File: config.mk
export PLATFORM = sky130hd
export DESIGN_NAME = serial_ripple_subtractor
export DESIGN_NICKNAME = d
export VERILOG_FILES = /design/src/rtl/serial_ripple_subtractor.sv
export SDC_FILE = /design/constraint.sdc
export NUM_CORES = 1
export LEC_CHECK = 0
export ABC_AREA = 0
export CAP_MARGIN = 20
export CORE_MARGIN = 3
export CORE_UTILIZATION = 40
export CTS_CLUSTER_DIAMETER = 200
export DETAILED_ROUTE_END_ITERATION = 8
export GPL_TIMING_DRIVEN = 0
export PLACE_DENSITY = 0.69
export SYNTH_ARGS = -nofsm -noshare
export SYNTH_HDL_FRONTEND = slang
export SYNTH_SLANG_ARGS = --single-unit
export TNS_END_PERCENT = 30
File: constraint.sdc
create_clock -name clk -period 1.7 [get_ports clk]
set_clock_uncertainty 0.15 [all_clocks]
set_input_delay 0.34 -clock clk [delete_from_list [all_inputs] [get_ports clk]]
set_output_delay 0.34 -clock clk [all_outputs]
set_load 0.01 [all_outputs]
File: src/rtl/serial_ripple_subtractor.sv
// Bit-serial ripple-borrow subtractor: diff = a - b, one bit per clock, LSB first.
// Ports: clk, rst_n (async, active-low); start/a/b in (sampled when ready);
//   ready (idle), done (1-cycle pulse), diff and borrow_out (held until next done).
module serial_ripple_subtractor #(
  parameter int WIDTH = 4
) (
  input  logic             clk,
  input  logic             rst_n,
  input  logic             start,
  input  logic [WIDTH-1:0] a,
  input  logic [WIDTH-1:0] b,
  output logic             ready,
  output logic             done,
  output logic [WIDTH-1:0] diff,
  output logic             borrow_out
);

  localparam int CW = $clog2(WIDTH + 1);

  typedef enum logic [1:0] {
    IDLE,
    RUN,
    DONE
  } state_t;

  state_t st;
  state_t st_nx;

  logic [WIDTH-1:0] sa;
  logic [WIDTH-1:0] sb;
  logic [WIDTH-1:0] res;
  logic [WIDTH-1:0] res_nx;
  logic [CW-1:0]    cnt;
  logic             bor;
  logic             d;
  logic             bn;
  logic             last;

  assign d    = sa[0] ^ sb[0] ^ bor;
  assign bn   = (~sa[0] & sb[0]) | (~(sa[0] ^ sb[0]) & bor);
  assign last = (cnt == CW'(WIDTH - 1));

  // New bit enters at the MSB; after WIDTH shifts the LSB-first
  // stream sits in natural order.
  assign res_nx = (res >> 1) | (WIDTH'(d) << (WIDTH - 1));

  assign ready = (st == IDLE);

  always_comb begin
    st_nx = st;
    unique case (st)
      IDLE:    if (start) st_nx = RUN;
      RUN:     if (last) st_nx = DONE;
      DONE:    st_nx = IDLE;
      default: st_nx = IDLE;
    endcase
  end

  always_ff @(posedge clk or negedge rst_n) begin
    if (!rst_n) begin
      st <= IDLE;
    end else begin
      st <= st_nx;
    end
  end

  always_ff @(posedge clk or negedge rst_n) begin
    if (!rst_n) begin
      sa         <= '0;
      sb         <= '0;
      res        <= '0;
      bor        <= 1'b0;
      cnt        <= '0;
      diff       <= '0;
      borrow_out <= 1'b0;
      done       <= 1'b0;
    end else begin
      done <= 1'b0;
      unique case (st)
        IDLE: begin
          if (start) begin
            sa  <= a;
            sb  <= b;
            bor <= 1'b0;
            cnt <= '0;
          end
        end
        RUN: begin
          res <= res_nx;
          sa  <= sa >> 1;
          sb  <= sb >> 1;
          bor <= bn;
          cnt <= cnt + CW'(1);
          if (last) begin
            diff       <= res_nx;
            borrow_out <= bn;
            done       <= 1'b1;
          end
        end
        DONE: begin
          done <= 1'b0;
        end
        default: begin
          done <= 1'b0;
        end
      endcase
    end
  end

endmodule

# Yosys cells after proc, flatten, opt, wreduce, memory -nomap -nowiden
# Cells that the tools add are included.
classes:
  addsub: 1
  mul: 0
  n_div: 0
  order_cmp: 0
  eq_ne: 4
  shift: 0
  n_mux: 13
  n_bitwise: 8
  n_reduce_logical: 5
op_table:
  columns: ["cell", "count"]
  rows:
  - ["$pmux 4 s2", 2]
  - ["$mux 4", 2]
  - ["$pmux 3 s2", 1]
  - ["$reduce_and 2->1", 3]
  - ["$mux 2", 2]
  - ["$ne 2x2->1 const B", 2]
  - ["$or 3x4->4", 1]
  - ["$pmux 2 s2", 1]
  - ["$add 3x1->3 const B", 1]
  - ["$eq 3x2->1 const B", 1]
  - ["$mux 1", 3]
  - ["$mux 3", 1]
  - ["$and 1x1->1", 2]
  - ["$eq 2x1->1 const B", 1]
  - ["$logic_not 2->1", 1]
  - ["$not 1->1", 2]
  - ["$pmux 1 s2", 1]
  - ["$reduce_bool 2->1", 1]
  - ["$xor 1x1->1", 2]
  - ["$or 1x1->1", 1]
word_totals:
  ff_bits: 24
  latchBits: 0
  ramBits: 0
  mem_bits_ro: 0
  in_bits: 11
  out_inout_bits: 7
  word_cells: 40
  n_memories: 0

# Logic depth before layout (Yosys ltp)
depth:
  word_depth: 5
  ltp_mapped: 5
  depth_no_buf: 5

# Worst setup path after synthesis
# No wires, ideal clock.
synth_timing:
  path_kind: "register to register"
  start: "reg cnt[0]"
  end: "reg diff[0]"
  setup_ns: 0.125
  arrival_ns: 1.209
  required_ns: 1.425
  slack_ns: 0.216
  stages_incl_launch_ff: 5
  n_path_buf: 0
  synth_period_minus_slack_ns: 1.484
  cell_sequence: "dfrtp_1 -> ha_1 -> ha_1 -> nand3b_4 -> mux2_2"
synth_via:
  elab_chain_cells: 2
synth_rtl:
  columns: ["item", "line", "source"]
  rows:
  - ["start: declaration", "33", "logic [CW-1:0] cnt;"]
  - ["start signal: assignment", "93", "cnt <= cnt + CW'(1);"]
  - ["$eq 3x2->1", "41", "assign last = (cnt == CW'(WIDTH - 1));"]
  - ["$reduce_and 2->1 (no source line)", null, null]
  - ["end signal: assignment", "95", "diff <= res_nx;"]
  - ["end: declaration", "14", "output logic [WIDTH-1:0] diff,"]
# No other way between the ends.
# A chain may end at the register's enable or synchronous reset.

# Worst setup path in the final report
layout_timing:
  start: "reg done"
  end: "out done"
layout_lines:
  columns: ["item", "line", "source"]
  rows:
  - ["start: declaration", "13", "output logic done,"]
  - ["start signal: assignment", "76", "done <= 1'b0;"]
  - ["start signal: assignment", "78", "done <= 1'b0;"]
  - ["start signal: assignment", "97", "done <= 1'b1;"]
# No word-level cell between the ends.

==> flow_summary.ini <==
[outcome]
status = complete, no violations

[detailed_routing]
finalWirelength_mm = 1.83
drtIter0Drc = 11
dr.pass1.iters = 6
ant_nets = 0
drt-vias-per-instance = 5.26
vias = 700
wl_per_cell_um = 13.8
drc = 0

[timing]
hold_viol = 0
slew_violations = 0
min_period_over_period_pct = 97.1
timing.final.crit_period_ns = 1.65
rsz0062_at_grt = true
tightest_slew_ns = 0.514
finalSetupViolCount = 0
fmax_mhz = 606
relSlewSlack_pct = 65.6

[critical_path]
cp-start-kind = flop
worstPathRequired_ns = 1.21
worst-path-max-fanout = 1
worstReg2RegStart = cnt[0]
path_class = reg -> out
r2r_setup_slack_ns = 0.12
rr_endpoint = diff[1]
cp.arrival_ns = 1.16
r2r_cells = 4
endpoint_kind = primary output
cpPeakStageDelay_ns = 0.52
cp_top_family = buffers and inverters
slowest_stage = clkdlybuf4s50_1
path_cells = clkdlybuf4s50_1
crit_buf_inv = 1

[final_layout]
syn_to_final_growth_pct = 23.3
layout.cells.non_filler = 133
mostFrequentLayoutCell = dfrtp_1
drive_gt1_share_pct = 21.9
final_cell_mix = 23 x dfrtp_1, 10 x clkdlybuf4s50_1, 9 x o22ai_1
antenna_cells = 0
nets = 120

[power_and_ir_drop]
finalPower_uw = 2230
p_per_area_nw_per_um2 = 1750
ir_drop_mv = 0.816
p_leak_uw = 0.000609

[floorplanning]
start_util_pct = 44.5
die_y_um = 56.8
fp.dieW_um = 56.8
ios = 18
die_area_um2 = 3220
core_um2 = 2320
fp-row-count = 17

[global_route]
grt_max_degree = 24
grt_pass1_vias = 706
grt_antenna_before_repair = 0
grt_pass1_wl_mm = 3.26
gr-total-overflow = 0
grt_util_all_layers_pct = 13.0

[clock_network]
clk_path_buf_depth = 2
clock-sinks = 23
clk_latency_ns = 0.30
cts_root_buf = clkbuf_4
cts_post_setup_buffers_inserted = 0
htreeDepth = 1
cts_tree = done
clkTransAtPathRegs_ns = 0.12
cts_made_buffers = 3

[synthesis]
yosysWarnings = 0
synth_seq_cells = 23
syn_nets = 98
synth_area_per_cell_um2 = 12.3
synth-seq-area-share_pct = 55.8
yosysUniqueCellTypes = 24
synth_area_um2 = 1030
synthCells = 84

[run]
max-cap-violations = 0

[placed_design]
gp_congestion = 0.772
dpl.cell_count = 128
hpwl_mm = 1.30
portBuffers = 16

[worst_hold_path]
hold_path.class = in -> async
## power breakdown
part | leakage, uW | switching, uW | total (uW) | internal, uW
sequential | 0.000282 | 142 | 940 | 798
clock | 0.0000150 | 154 | 246 | 91.5
combinational | 0.000312 | 475 | 1040 | 565
total | 0.000609 | 771 | 2230 | 1450
## per-stage QoR
stage | util, % | setup TNS, ns | hold slack [ns] | setup WS, ns | instance area, um2
after floorplan | - | 0 | -0.106 | 0.216 | 1030
after global placement | 52.9 | -0.699 | 0.316 | -0.0639 | 1230
after detailed placement | 52.9 | -1.40 | 0.320 | -0.0591 | 1230
after CTS | 53.8 | 0 | 0.248 | 0.000403 | 1250
after global routing | 54.8 | -0.00621 | 0.231 | -0.00621 | 1270
final | 54.8 | 0 | 0.210 | 0.0496 | 1270
## layer usage
| layer | GRT usage [%] | vias up | wire (um) |
|---|---|---|---|
| li1 | - | 338 | - |
| met1 | 17.2 | 345 | 837 |
| met2 | 20.5 | 15 | 885 |
| met3 | 2.53 | 2 | 99 |
| met4 | 5.96 | 0 | 9 |
| met5 | 0 | - | 0 |
## registers in the layout, summed over array words and instances (netlist names)
name        cells
st              2
diff            4
borrow_out      1
done            1
bor             1
sa              4
cnt             3
sb              4
res             3
## Yosys cell counts (all sizes together)
| library cell | number | area, um2 |
|---|---|---|
| o21bai | 1 | 7.51 |
| fa | 1 | 20.0 |
| nor2 | 4 | 20.0 |
| buf | 4 | 35.0 |
| nor2b | 1 | 6.26 |
| a21oi | 4 | 20.0 |
| nand2b | 4 | 32.5 |
| nand2 | 4 | 15.0 |
| dfrtp | 23 | 576 |
| o22ai | 9 | 56.3 |
| o221a | 2 | 22.5 |
| mux2 | 7 | 86.3 |
| ha | 2 | 25.0 |
| a22o | 1 | 8.76 |
| a2bb2oi | 1 | 8.76 |
| nand3b | 3 | 35.0 |
| inv | 7 | 26.3 |
| o21ai | 6 | 30.0 |
## cell type report
cell class                 count  area [um2]
buffer                         4        35.0
multi-input combinational     50         402
timing repair buffer          17         171
sequential                    23         576
fill                         204        1050
inverter                       7        26.3
tap                           28        35.0
clock buffer                   4        26.3
## worst max-delay path by stage
| stage | start | end | slack (ns) | cells past startpoint |
|---|---|---|---|---|
| 5_1_grt | st[1] | ready | -0.006 | 3 |
| 2_1_floorplan | cnt[0] | diff[0] | 0.22 | 4 |
| 6_report | done | done | 0.05 | 1 |
| 3_5_place_dp | rst_n | sa[2] | -0.06 | 1 |
| 3_3_place_gp | st[1] | ready | -0.06 | 3 |
| 4_1_cts | diff[0] | diff[0] | 0.0004 | 1 |
## cell families (layout without fill, tap and decap cells)
kind of cell / after synthesis / after routing / share of synthesized area [%]
and+or+nand+nor: 16 / 16 / 10.6
buffers and inverters: 11 / 32 / 5.95
muxes: 7 / 7 / 8.37
DFF: 23 / 23 / 55.8
adders and majority gates: 3 / 3 / 4.37
AOI/OAI and AO/OA: 24 / 24 / 14.9
## timing repair
item / 4_1_cts / 5_1_grt
hold buffers: 0 / 0
gates resized for setup: 8 / 3
endpoints found under the hold margin: 0 / 0
setup endpoints to repair: 4 / 3
(Power assumes the default switching activity.)
